`config.mk`:
```
export PLATFORM = sky130hd
export DESIGN_NAME = note_sequencer
export DESIGN_NICKNAME = d
export VERILOG_FILES = /design/src/rtl/music_pkg.sv /design/src/rtl/tick_timer.sv /design/src/rtl/note_sequencer.sv
export SDC_FILE = /design/constraint.sdc
export NUM_CORES = 1
export LEC_CHECK = 0
export ABC_AREA = 1
export ABC_CLOCK_PERIOD_IN_PS = 4200
export BUFFER_PORTS_ARGS = -buffer_cell sky130_fd_sc_hd__buf_2
export CAP_MARGIN = 0
export CELL_PAD_IN_SITES_DETAIL_PLACEMENT = 1
export CELL_PAD_IN_SITES_GLOBAL_PLACEMENT = 2
export CORE_MARGIN = 3
export CORE_UTILIZATION = 34
export DETAILED_ROUTE_END_ITERATION = 12
export PLACE_DENSITY_LB_ADDON = 0.1
export SYNTH_ARGS = -nofsm -noshare
export SYNTH_HDL_FRONTEND = slang
export SYNTH_SLANG_ARGS = --single-unit
```
`constraint.sdc`:
```
create_clock -name clk -period 4.2 [get_ports clk]
set_input_delay 0 -clock clk [delete_from_list [all_inputs] [get_ports clk]]
set_output_delay 0 -clock clk [all_outputs]
set_load 0.05 [all_outputs]
```
`src/rtl/music_pkg.sv`:
```
`default_nettype none
// ============================================================================
// Module      : music_pkg
// Description : Shared types and the note half-period table for the
//               sequencer and the PWM tone generator (40 MHz clock).
// Revision    : 1.0 - initial release
// ============================================================================
package music_pkg;

    typedef logic [3:0] note_code_t;

    typedef enum logic [2:0] {
        IDLE = 3'd0,
        LOAD = 3'd1,
        PLAY = 3'd2,
        GAP  = 3'd3,
        DONE = 3'd4
    } seq_state_t;

    localparam note_code_t NOTE_REST = 4'h0;
    localparam note_code_t NOTE_END  = 4'hF;

    // Chromatic C4..C#5; values above 16 bits saturate at 65535.
    localparam logic [15:0] HP_TABLE [0:15] = '{
        16'd0,     16'd65535, 16'd65535, 16'd65535,
        16'd64282, 16'd60674, 16'd57269, 16'd54054,
        16'd51021, 16'd48157, 16'd45454, 16'd42903,
        16'd40495, 16'd38222, 16'd36077, 16'd0
    };

endpackage
`default_nettype wire

```
`src/rtl/tick_timer.sv`:
```
`default_nettype none
// ============================================================================
// Module      : tick_timer
// Description : Restartable interval timer; expire pulses on the last cycle
//               of a limit-cycle interval whose first cycle is the start pulse.
// Revision    : 1.0 - initial release
// ============================================================================
module tick_timer #(
    parameter int CNT_W = 32
) (
    input  logic             clk,
    input  logic             nreset,
    input  logic             start,
    input  logic [CNT_W-1:0] limit,
    output logic             expire
);

    logic [CNT_W-1:0] r_cnt;
    logic             r_run;
    logic             w_short;
    logic             w_last;

    assign w_short = (limit <= CNT_W'(1));
    assign w_last  = (r_cnt == limit - CNT_W'(1));
    assign expire  = start ? w_short : (r_run && w_last);

    always_ff @(posedge clk or posedge nreset) begin
        if (nreset) begin
            r_cnt <= '0;
            r_run <= 1'b0;
        end else if (start) begin
            // The start cycle itself is tick 0.
            r_cnt <= w_short ? '0 : CNT_W'(1);
            r_run <= !w_short;
        end else if (r_run) begin
            if (w_last) begin
                r_cnt <= '0;
                r_run <= 1'b0;
            end else begin
                r_cnt <= r_cnt + CNT_W'(1);
            end
        end
    end

endmodule
`default_nettype wire

```
`src/rtl/note_sequencer.sv`:
```
`default_nettype none
// ============================================================================
// Module      : note_sequencer
// Description : Plays a captured 40-bit song word note by note into the PWM
//               tone generator. Optional macro NOTE_SEQ_LOOP_EN loops the song.
// Revision    : 1.0 - initial release
// ============================================================================
module note_sequencer
    import music_pkg::*;
#(
    parameter int NUM_NOTES  = 10,
    parameter int NOTE_W     = 4,
    parameter int NOTE_TICKS = 2_000_000,
    parameter int GAP_TICKS  = 200_000,
    parameter int HP_W       = 16
) (
    input  logic                        clk,
    input  logic                        nreset,
    input  logic                        ce,
    input  logic [NUM_NOTES*NOTE_W-1:0] song_word,
    output logic [HP_W-1:0]             tone_half_period,
    output logic                        tone_en,
    output logic                        making_music,
    output logic [3:0]                  note_idx,
    output logic                        song_done
);

`ifdef NOTE_SEQ_LOOP_EN
    localparam bit c_loop_en = 1'b1;
`else
    localparam bit c_loop_en = 1'b0;
`endif

    seq_state_t                  r_state;
    logic                        r_ce_q;
    logic [NUM_NOTES*NOTE_W-1:0] r_song;
    logic                        r_first;
    logic                        r_tmr_start;
    logic [31:0]                 r_tmr_limit;
    logic [HP_W-1:0]             r_hp;
    logic                        r_tone_en;
    logic                        r_making_music;
    logic [3:0]                  r_note_idx;
    logic                        r_song_done;

    logic       w_ce_fall;
    logic       w_expire;
    logic       w_at_last;
    logic       w_advance;
    logic       w_wrap;
    logic       w_finish;
    logic [3:0] w_go_idx;
    logic [3:0] w_play_idx;
    note_code_t w_play_code;

    function automatic note_code_t f_slot(input logic [NUM_NOTES*NOTE_W-1:0] song,
                                          input logic [3:0] idx);
        note_code_t code;
        code = NOTE_REST;
        if (int'(idx) < NUM_NOTES)
            code = song[(NUM_NOTES - 1 - int'(idx)) * NOTE_W +: NOTE_W];
        return code;
    endfunction

    tick_timer #(
        .CNT_W (32)
    ) u_timer (
        .clk    (clk),
        .nreset (nreset),
        .start  (r_tmr_start),
        .limit  (r_tmr_limit),
        .expire (w_expire)
    );

    assign w_ce_fall = r_ce_q & ~ce;
    assign w_at_last = (r_note_idx == 4'(NUM_NOTES - 1));
    // A note is entered from the first PLAY cycle after LOAD, or straight out
    // of an expiring gap so that notes repeat every NOTE_TICKS+GAP_TICKS.
    assign w_advance = ((r_state == PLAY) && r_first) ||
                       ((r_state == GAP) && w_expire);

    always_comb begin
        w_go_idx = (r_state == GAP) ? r_note_idx + 4'd1 : r_note_idx;
        w_wrap   = 1'b0;
        w_finish = 1'b0;
        if ((r_state == GAP) && w_at_last) begin
            w_wrap   = c_loop_en;
            w_finish = !c_loop_en;
        end else if (f_slot(r_song, w_go_idx) == NOTE_END) begin
            // A terminator in slot 0 of a looping song plays as a rest.
            w_wrap   = c_loop_en && (w_go_idx != 4'd0);
            w_finish = !c_loop_en;
        end
        w_play_idx  = w_wrap ? 4'd0 : w_go_idx;
        w_play_code = f_slot(r_song, w_play_idx);
        if (w_play_code == NOTE_END)
            w_play_code = NOTE_REST;
    end

    always_ff @(posedge clk or posedge nreset) begin
        if (nreset) begin
            r_state        <= IDLE;
            r_ce_q         <= 1'b0;
            r_song         <= '0;
            r_first        <= 1'b0;
            r_tmr_start    <= 1'b0;
            r_tmr_limit    <= '0;
            r_hp           <= '0;
            r_tone_en      <= 1'b0;
            r_making_music <= 1'b0;
            r_note_idx     <= '0;
            r_song_done    <= 1'b0;
        end else begin
            r_ce_q      <= ce;
            r_tmr_start <= 1'b0;
            r_song_done <= 1'b0;
            if (w_ce_fall) begin
                r_song    <= song_word;
                r_state   <= LOAD;
                r_tone_en <= 1'b0;
                r_first   <= 1'b0;
            end else if (w_advance) begin
                r_first <= 1'b0;
                if (w_finish) begin
                    r_state        <= DONE;
                    r_song_done    <= 1'b1;
                    r_making_music <= 1'b0;
                    r_tone_en      <= 1'b0;
                    r_hp           <= '0;
                end else begin
                    r_state     <= PLAY;
                    r_note_idx  <= w_play_idx;
                    r_tone_en   <= (w_play_code != NOTE_REST);
                    r_hp        <= HP_W'(HP_TABLE[w_play_code]);
                    r_tmr_start <= 1'b1;
                    r_tmr_limit <= 32'(NOTE_TICKS);
                    r_song_done <= w_wrap;
                end
            end else begin
                case (r_state)
                    LOAD: begin
                        r_note_idx     <= '0;
                        r_making_music <= 1'b1;
                        r_first        <= 1'b1;
                        r_state        <= PLAY;
                    end
                    PLAY: begin
                        if (w_expire) begin
                            r_state     <= GAP;
                            r_tone_en   <= 1'b0;
                            r_tmr_start <= 1'b1;
                            r_tmr_limit <= 32'(GAP_TICKS);
                        end
                    end
                    DONE:    r_state <= IDLE;
                    default: ;
                endcase
            end
        end
    end

    assign tone_half_period = r_hp;
    assign tone_en          = r_tone_en;
    assign making_music     = r_making_music;
    assign note_idx         = r_note_idx;
    assign song_done        = r_song_done;

endmodule
`default_nettype wire

```
==> results.json, run 1 <==
{
  "outcome": "finished, final reports clean",
  "design_area_um2": 7270,
  "holdPathStages": 2,
  "tritoncts": "done",
  "dieArea_um2": 19300,
  "fin_crit_ns": 3.82,
  "required_ns": 4.44,
  "cts_root_buffer": "clkbuf_16",
  "nets": 966,
  "netlist_area_um2": 6000,
  "setup.worst_path.class": "flop to flop",
  "clkSlewWorstSetupHoldPaths_ns": 0.07,
  "total_power_w": 0.00501,
  "place_area_um2": 6520,
  "h-tree-depth": 3,
  "p_leak_nw": 3.59,
  "route.detailed.drc": 0,
  "ys_types": 41,
  "grt_setup_unrepaired": "no",
  "grt_overflow_total": 0,
  "wl_mm": 17.5,
  "dr.pass1.iters": 4,
  "holdCritPathClass": "input pin to flop",
  "worstSetupStartpoint": "note_idx[1]",
  "ant_nets": 0,
  "layout-drive-gt1-share": 0.128,
  "port_buffers": 65,
  "hold_violations": 0,
  "hpwlAfterDp_mm": 12.6,
  "syn-num-nets": 867,
  "yosys_warnings": 0,
  "synthArstFlopShare": 1.00,
  "synth_seq_cells": 105,
  "sequentialPowerShare": 0.268,
  "postCtsSetupRepairBufs": 0,
  "fp.dieW_um": 139,
  "period_share": 0.908,
  "critPathLaunchType": "flop",
  "syn_to_final_growth_pct": 21.1,
  "syn_area_per_cell_um2": 7.39,
  "grt_pass1_wl_mm": 29.9,
  "grt_pass1_vias": 5881,
  "slew_violations": 0,
  "netlist_instances": 812,
  "place_congestion": 0.859,
  "via_per_inst": 4.94,
  "clkPwrFrac": 0.186,
  "numCtsBuffers": 9,
  "hold_path_startpoint": "ce",
  "p_sw_w": 0.00251,
  "power_density_nw_per_um2": 689,
  "initial_core_util": 0.354,
  "via_count": 5614,
  "cp_max_fo": 12,
  "drt_iter0_markers": 224,
  "pin_count": 66,
  "max_slew_margin": 0.386,
  "clockBufferDepth": 2,
  "finClkSkew_ns": 0.00774,
  "placement_rows": 47,
  "grt_max_degree": 70,
  "clk_latency_ns": 0.35,
  "ir_drop_mv": 0.437,
  "r2r_start": "note_idx[1]",
  "antenna_found_initial": 0,
  "cap_violations": 0,
  "intPower_w": 0.00250,
  "crit_path_end_kind": "flop",
  "fp.coreArea_um2": 16900,
  "ys.flop_type": "dfrtp_1",
  "synth_edf_count": 0,
  "tns_ns": 0,
  "nFillCells": 2088,
  "seq_area_frac_synth": 0.438,
  "tightest_slew_ns": 0.920,
  "fmax_mhz": 262,
  "cts_num_sinks": 105,
  "switching_share": 0.501,
  "finalSetupViolCount": 0,
  "rr_worst_depth": 18,
  "wl_per_cell_um": 15.4,
  "die_h_um": 139,
  "cp.arrival_ns": 4.05,
  "antenna_cells": 0,
  "track_usage": 0.185,
  "combPwrFrac": 0.546
}
## power by group through the flow
stage               clock network [W]  registers, W  logic (W)
floorplan                           0       0.00162    0.00181
global placement                    0       0.00135    0.00265
detailed placement                  0       0.00136    0.00268
CTS                          0.000955       0.00135    0.00275
global route                 0.000994       0.00137    0.00308
finish                       0.000929       0.00134    0.00273
## timing repair
item                                    CTS  global route
gates resized for setup                   0             3
hold buffers                             42             0
hold endpoints to repair                109             0
endpoints found under the setup margin    0            21
## sequential cells by signal, summed over array words and instances (netlist names)
name,cells
note_idx,4
r_state,3
r_tmr_limit,3
r_ce_q,1
r_first,1
r_song,40
u_timer.r_cnt,32
u_timer.r_run,1
tone_en,1
tone_half_period,16
r_tmr_start,1
making_music,1
song_done,1
## final cells by class
type                            instances  area, um^2  share of cell area
Sequential cell                       105        2630               0.361
Multi-Input combinational cell        593        2920               0.401
Timing Repair Buffer                  113         791               0.109
Clock buffer                            9         225              0.0310
Clock inverter                          7        95.1              0.0131
Inverter                               89         338              0.0465
Tap cell                              220         275              0.0379
## synth_stat cells (2+ instances only)
cell | n | area (um^2)
a21oi_1 | 11 | 55.1
buf_1 | 3 | 11.3
buf_2 | 3 | 15.0
buf_6 | 5 | 56.3
clkbuf_1 | 13 | 48.8
clkinv_1 | 2 | 7.51
dfrtp_1 | 105 | 2630
ha_1 | 12 | 150
inv_1 | 82 | 308
inv_2 | 4 | 15.0
nand2_1 | 273 | 1020
nand2_2 | 6 | 37.5
nand2_4 | 2 | 22.5
nand3_1 | 95 | 475
nand3_2 | 2 | 20.0
nand4_1 | 13 | 81.3
nor2_1 | 50 | 188
nor2_2 | 5 | 31.3
nor3_1 | 16 | 80.1
nor4_1 | 3 | 18.8
o211ai_1 | 4 | 30.0
o21ai_0 | 22 | 110
o21ai_1 | 11 | 55.1
o21ai_2 | 2 | 17.5
o22ai_1 | 27 | 169
xor2_1 | 26 | 228
## worst paths after layout
check / to / slack, ns
max in group asynchronous: u_timer.r_cnt[3] / 2.76
max reg2reg: note_idx[1] / 0.38
min in group asynchronous: r_song[9] / 0.39
min reg2reg: r_song[23] / 0.48
max: note_idx[1] / 0.38
min: r_ce_q / 0.33
## placed cells by master, fill, tap and decap left out, drive strengths merged
cell,count
nand2,281
dfrtp,105
nand3,97
inv,86
buf,71
nor2,56
dlygate4sd3,42
o21ai,35
o22ai,27
xor2,26
nor3,16
nand4,14
ha,12
a21oi,12
clkbuf,9
clkinv,7
o211ai,4
nor4,3
or2,3
bufinv,2
nand3b,1
a22o,1
xnor2,1
o21a,1
o21bai,1
a21boi,1
o2bb2ai,1
clkinvlp,1
## routing by layer
| metal | global-route usage | share of wire | vias to the layer above |
|---|---|---|---|
| met3 | 0.0203 | 0.020 | 13 |
| met4 | 0.0479 | 0.011 | 0 |
| met2 | 0.298 | 0.46 | 65 |
| met1 | 0.267 | 0.51 | 2696 |
| met5 | 0 | 0 | - |
| li1 | - | - | 2840 |
## cell families after synthesis
| logic type | synth area share |
|---|---|
| AO/OA/AOI/OAI | 0.0809 |
| buffers and inverters | 0.0790 |
| AND/OR/NAND/NOR | 0.338 |
| adder cells (fa/ha/maj) | 0.0250 |
| XOR/XNOR | 0.0394 |
| flip-flops | 0.438 |
## worst max-delay path, cell delays in order (launching register included)
cell and delay [ns]:
dfrtp_1 0.42, inv_1 0.10, ha_1 0.27, inv_1 0.07, o21ai_4 0.29, ha_1 0.36
nor2_2 0.22, o211ai_1 0.12, a21oi_1 0.17, nand2_1 0.21, inv_1 0.22, ha_1 0.21
nand3_1 0.17, nor2_2 0.17, nor2_2 0.07, nand3_2 0.22, nand2_1 0.21, nand3_1 0.11
o21ai_1 0.07
## per-stage QoR
| stage | std cells | util | setup WS [ns] | hold WS, ns |
|---|---|---|---|---|
| after floorplan | 812 | - | 0.722 | 0.0314 |
| after global placement | 1078 | 0.385 | 0.561 | 0.151 |
| after detailed placement | 1078 | 0.385 | 0.274 | 0.155 |
| after CTS | 1136 | 0.429 | 0.221 | 0.326 |
| after global routing | 1136 | 0.429 | 0.0160 | 0.344 |
| final | 1136 | 0.429 | 0.384 | 0.332 |
(Power assumes the default switching activity.)
==> run 2: changes to the inputs <==
Settings changed: SYNTH_HIERARCHICAL from default to 1.
==> run 2 against run 1 <==
Die area grew 27%. Worst setup slack improved by 0.27 ns. Largest cell class unchanged. Clock skew is 0.011 ns higher.
==> results.json, run 2 <==
{
  "cap_violations": 0,
  "ant_nets": 0,
  "synth_seq_cells": 105,
  "max_slew_margin": 0.493,
  "drt_iter0_markers": 249,
  "multi_input_area_um2": 4700,
  "yosys_warnings": 6,
  "grt_overflow_total": 0,
  "wl_mm": 23.6,
  "initial_core_util": 0.349,
  "via_per_inst": 4.74,
  "wl_per_cell_um": 15.0,
  "numCtsBuffers": 9,
  "critPathLaunchType": "flop",
  "cts_num_sinks": 105,
  "clkSlewWorstSetupHoldPaths_ns": 0.08,
  "ys.flop_type": "dfrtp_1",
  "cp_max_fo": 13,
  "mostFrequentLayoutCells": "404 x nand2_1, 105 x dfrtp_1, 102 x inv_1",
  "antenna_found_initial": 0,
  "postCtsSetupRepairBufs": 0,
  "nets": 1336,
  "regArea_um2": 2630,
  "required_ns": 4.49,
  "power_density_nw_per_um2": 652,
  "total_power_w": 0.00605,
  "clk_latency_ns": 0.37,
  "port_buffers": 65,
  "synthArstFlopShare": 1.00,
  "fp.coreArea_um2": 22000,
  "nFillCells": 2872,
  "outcome": "finished, final reports clean",
  "die_h_um": 156,
  "yosysMostFrequentCell": "nand2_1",
  "cp.arrival_ns": 3.84,
  "postCtsResizedCells": 0,
  "h-tree-depth": 3,
  "dr.pass1.iters": 4,
  "synthTopCellsByArea": "dfrtp_1 34%, nand2_1 20%, nand3_1 5.7%",
  "netlist_area_um2": 7690,
  "fmax_mhz": 282,
  "grt_pass1_vias": 7694,
  "netlist_instances": 1116,
  "final_common_cell": "nand2_1",
  "antenna_cells": 0,
  "cts_root_buffer": "clkbuf_16",
  "fp.dieW_um": 156,
  "place_congestion": 0.847,
  "setup.worst_path.class": "flop to flop",
  "clockBufferDepth": 2,
  "ir_drop_mv": 0.513,
  "hold_violations": 0,
  "synth_commonest_cells": "404 x nand2_1, 105 x dfrtp_1, 103 x inv_1, 90 x nor2_1, 88 x nand3_1",
  "grt_pass1_wl_mm": 39.4,
  "via_count": 7421,
  "yosys.area.top_type_share": 0.342,
  "crit_path_end_kind": "flop",
  "finalSetupViolCount": 0,
  "dpl.cell_count": 1509,
  "fin_cells": 1567,
  "slew_violations": 0,
  "syn_area_per_cell_um2": 6.89,
  "finClkSkew_ns": 0.0188,
  "syn_to_final_growth_pct": 20.6,
  "tightest_slew_ns": 0.760,
  "hpwlAfterDp_mm": 17.8,
  "placement_rows": 54,
  "dieArea_um2": 24500,
  "fin_crit_ns": 3.55,
  "seq_area_frac_synth": 0.342,
  "grt_max_degree": 50,
  "route.detailed.drc": 0,
  "layout-drive-gt1-share": 0.138,
  "pin_count": 66,
  "synth_area_leader_cell": "dfrtp_1",
  "largest_register_ff_count": 40,
  "tns_ns": 0,
  "holdCritPathClass": "input pin to asynchronous set/reset pin",
  "period_share": 0.845,
  "ys_types": 54,
  "grt_setup_unrepaired": "no",
  "synth_edf_count": 0,
  "largest-register": "r_song",
  "track_usage": 0.201,
  "p_leak_nw": 4.82,
  "tritoncts": "done"
}
## run 2: cell types whose count changed after synthesis, moves of 8 or more
cell,previous run,this run
nand4_1,13,52
inv_1,82,103
o22ai_1,27,1
inv_2,4,14
nand2_1,273,404
xor2_1,26,44
nor2_1,50,90
nand2_2,6,16
xnor2_1,1,12
o21ai_0,22,14
## run 2: path summary, 6_finish.rpt
check,start,slack [ns],end,cells past startpoint
max,r_tmr_limit[16],0.65,note_idx[2],18
min,nreset,0.30,u_timer/r_cnt[3],4
max reg2reg,r_tmr_limit[16],0.65,note_idx[2],18
min reg2reg,r_song[24],0.48,r_song[24],2
max in group asynchronous,nreset,2.88,r_song[23],4
min in group clk,ce,0.32,r_ce_q,2
## run 2: stage by stage
step | instance area [um^2] | hold slack [ns] | setup WS [ns] | utilization
after detailed placement | 8540 | 0.150 | 0.622 | 0.388
after global routing | 9280 | 0.316 | 0.247 | 0.421
after CTS | 9280 | 0.303 | 0.585 | 0.421
after global placement | 8540 | 0.138 | 0.590 | 0.388
after floorplan | 7960 | 0.0314 | 0.817 | -
final | 9280 | 0.302 | 0.651 | 0.421
## run 2: metal layers
metal  vias to the layer above  routed length, um  global-route usage
met4                         0                515              0.0534
met1                      3508              10700               0.243
li1                       3820                  -                   -
met2                        66              12000               0.369
met3                        27                435              0.0332
met5                         -                  0                   0
## run 2: timing repair
action,CTS,global route
hold buffers,42,0
endpoints found under the setup margin,0,0
endpoints found under the hold margin,108,0
## run 2: layout make-up
type / instances / share of cell area
clock buffers: 9 / 0.0243
clock inverters: 7 / 0.0101
inverters: 120 / 0.0494
multi-input cells: 929 / 0.507
flip-flops and latches: 105 / 0.283
well taps: 280 / 0.0378
repair buffers: 117 / 0.0885
## run 2: critical path, stage by stage, from the launching register on
cell	delay, ns
dfrtp_1	0.62
nor2_1	0.32
nand2_1	0.15
nor2_4	0.20
nand2_1	0.13
nor2_1	0.16
xor3_1	0.22
nor2_1	0.09
nand2_1	0.08
nor2_2	0.15
nand2_4	0.07
a21boi_1	0.14
inv_1	0.08
o22ai_2	0.19
buf_4	0.20
nand4_4	0.22
nand2_2	0.23
nand3_1	0.11
o21ai_1	0.09
## run 2: logic make-up after synthesis
group	share of synthesized area
compound gates	0.0490
simple gates	0.441
other cells	0.000488
buf+inv	0.0830
flops	0.342
fa+ha+maj	0.0179
xor+xnor	0.0669
## run 2: power by group
| part | internal (W) | switching, W | total [W] | leakage [nW] |
|---|---|---|---|---|
| Clock | 0.000434 | 0.000464 | 0.000898 | 0.154 |
| Combinational | 0.00111 | 0.00261 | 0.00372 | 3.32 |
| Sequential | 0.00121 | 0.000225 | 0.00143 | 1.35 |
==> run 3: changes to the inputs <==
Settings changed: ABC_CLOCK_PERIOD_IN_PS 4200 to 3250, CORE_UTILIZATION 34 to 31.
Clock period 4.2 ns to 3.25 ns, I/O delays scaled along.
==> run 3 against run 2 <==
Die area increased by 9.3%. Maximum frequency up 15%. Sequential power up 26%. Worst setup slack lost 0.49 ns. Clock skew fell by 0.00078 ns. First-iteration DRC count is 43% higher. Non-clock buffer count grew 40. Critical path type unchanged.
==> results.json, run 3 (synthesis results as in run 2) <==
{
  "path_buf_inv": 5,
  "die_h_um": 163,
  "worstSetupStartpoint": "r_tmr_limit[16]",
  "cp_cell_sequence": "buf_6 -> nor2_2 -> nand2_2 -> nor2_1 -> nand2_1 -> o21ai_2 -> nand2_1 -> a21oi_1 -> nand3_1 -> nor2_2 -> nand2_4 -> a21boi_1 -> inv_1 -> o22ai_2 -> buf_6 -> nand4_4 -> buf_6 -> nand2_2 -> o21ai_1 -> inv_1",
  "required_ns": 3.55,
  "tightest_slew_ns": 0.639,
  "layout-drive-gt1-share": 0.193,
  "fp.coreArea_um2": 24300,
  "clk_latency_ns": 0.37,
  "largest-register": "r_song",
  "dr.pass1.iters": 5,
  "max_slew_margin": 0.573,
  "cts_root_buffer": "clkbuf_16",
  "max_stage_delay_ns": 0.48,
  "syn_to_final_growth_pct": 27.9,
  "outcome": "finished, final reports clean",
  "largest_register_ff_count": 40,
  "grt_pass1_wl_mm": 41.7,
  "route.detailed.drc": 0,
  "antenna_found_initial": 0,
  "place_congestion": 0.832,
  "hold_violations": 0,
  "utilization": 0.404,
  "p_leak_nw": 5.05,
  "tritoncts": "done",
  "holdCritPathClass": "input pin to asynchronous set/reset pin",
  "fin_hold_ws_ns": 0.279,
  "fmax_mhz": 324,
  "crit_path_end_kind": "flop",
  "wl_mm": 25.4,
  "cap_violations": 0,
  "drt_iter0_markers": 355,
  "grt_pass1_vias": 7993,
  "hpwlAfterDp_mm": 19.1,
  "cp.arrival_ns": 3.38,
  "grt_setup_unrepaired": "yes",
  "cp_max_fo": 6,
  "setup.worst_path.class": "flop to flop",
  "cpMaxStageDelayCell": "dfrtp_2",
  "critPathLaunchType": "flop",
  "nets": 1376,
  "period_share": 0.950,
  "clockBufferDepth": 2,
  "via_per_inst": 4.62,
  "port_buffers": 65,
  "total_power_w": 0.00849,
  "slew_violations": 0,
  "initial_core_util": 0.316,
  "grt_max_degree": 49,
  "finClkSkew_ns": 0.0180,
  "via_count": 7627,
  "cp_top_family": "simple AND/OR/NAND/NOR gates",
  "ir_drop_mv": 0.571,
  "placement_rows": 57,
  "antenna_cells": 0,
  "cts_num_sinks": 105,
  "wl_per_cell_um": 15.4,
  "r2r_start": "r_tmr_limit[16]",
  "tns_ns": 0,
  "fp.dieW_um": 163,
  "pin_count": 66,
  "grt_overflow_total": 0,
  "numCtsBuffers": 9,
  "track_usage": 0.195,
  "ant_nets": 0,
  "mostFrequentLayoutCells": "399 x nand2_1, 100 x inv_1, 98 x dfrtp_1",
  "fin_crit_ns": 3.09,
  "nFillCells": 3153,
  "finalSetupViolCount": 0,
  "clkSlewWorstSetupHoldPaths_ns": 0.09,
  "dieArea_um2": 26700,
  "cpMostUsedCell": "buf_6",
  "h-tree-depth": 3,
  "final_common_cell": "nand2_1",
  "power_density_nw_per_um2": 863
}
==> run 3: routing by layer <==
layer,GRT usage,wire length [um],vias to the layer above
met4,0.0415,374,0
li1,-,-,3892
met5,0,0,-
met1,0.252,11600,3620
met3,0.0218,431,23
met2,0.352,13000,92
==> run 3: worst reg2reg max path, stage by stage (launching register included) <==
cell and delay, ns:
dfrtp_2 0.48, buf_6 0.17, nor2_2 0.14, nand2_2 0.10, nor2_1 0.14, nand2_1 0.12, o21ai_2 0.17, nand2_1 0.10
a21oi_1 0.15, nand3_1 0.12, nor2_2 0.14, nand2_4 0.08, a21boi_1 0.13, inv_1 0.09, o22ai_2 0.20, buf_6 0.14
nand4_4 0.16, buf_6 0.19, nand2_2 0.07, o21ai_1 0.07, inv_1 0.07
==> run 3: final timing paths <==
| kind | endpoint | slack (ns) | cells after the start |
|---|---|---|---|
| max | r_tmr_limit[16] | 0.16 | 20 |
| min | tone_half_period[15] | 0.28 | 3 |
| max reg2reg | r_tmr_limit[16] | 0.16 | 20 |
| min reg2reg | tone_half_period[8] | 0.48 | 2 |
| max in group asynchronous | r_state[2] | 2.29 | 4 |
| min in group clk | r_ce_q | 0.32 | 2 |
==> run 3: power breakdown <==
| part | internal, W | leakage (nW) | total (W) | switching, W |
|---|---|---|---|---|
| clock network | 0.000569 | 0.156 | 0.00120 | 0.000631 |
| registers | 0.00157 | 1.34 | 0.00180 | 0.000235 |
| logic | 0.00180 | 3.55 | 0.00549 | 0.00369 |
| total | 0.00394 | 5.05 | 0.00849 | 0.00455 |
==> run 3: layout make-up <==
| type | count | area (um^2) | share of cell area |
|---|---|---|---|
| Timing Repair Buffer | 157 | 1170 | 0.119 |
| Inverter | 120 | 460 | 0.0468 |
| Clock inverter | 7 | 96.3 | 0.00980 |
| Sequential cell | 105 | 2640 | 0.268 |
| Clock buffer | 9 | 225 | 0.0229 |
| Tap cell | 324 | 405 | 0.0412 |
| Multi-Input combinational cell | 929 | 4840 | 0.492 |
==> run 3: per-stage QoR <==
stage / cell area (um^2) / setup WS [ns] / std cells
floorplan: 7960 / 0.0255 / 1187
global placement: 8820 / -0.0610 / 1581
detailed placement: 8820 / -0.104 / 1581
CTS: 9580 / 0.00390 / 1640
global route: 9830 / -0.0234 / 1651
finish: 9830 / 0.164 / 1651
==> run 3: what timing repair did <==
| action | in CTS | in global routing |
|---|---|---|
| pin swaps | 1 | 16 |
| hold buffers | 42 | 0 |
| buffers inserted | 1 | 11 |
| setup endpoints to repair | 25 | 30 |
| endpoints found under the hold margin | 101 | 0 |
| gates resized for setup | 4 | 55 |
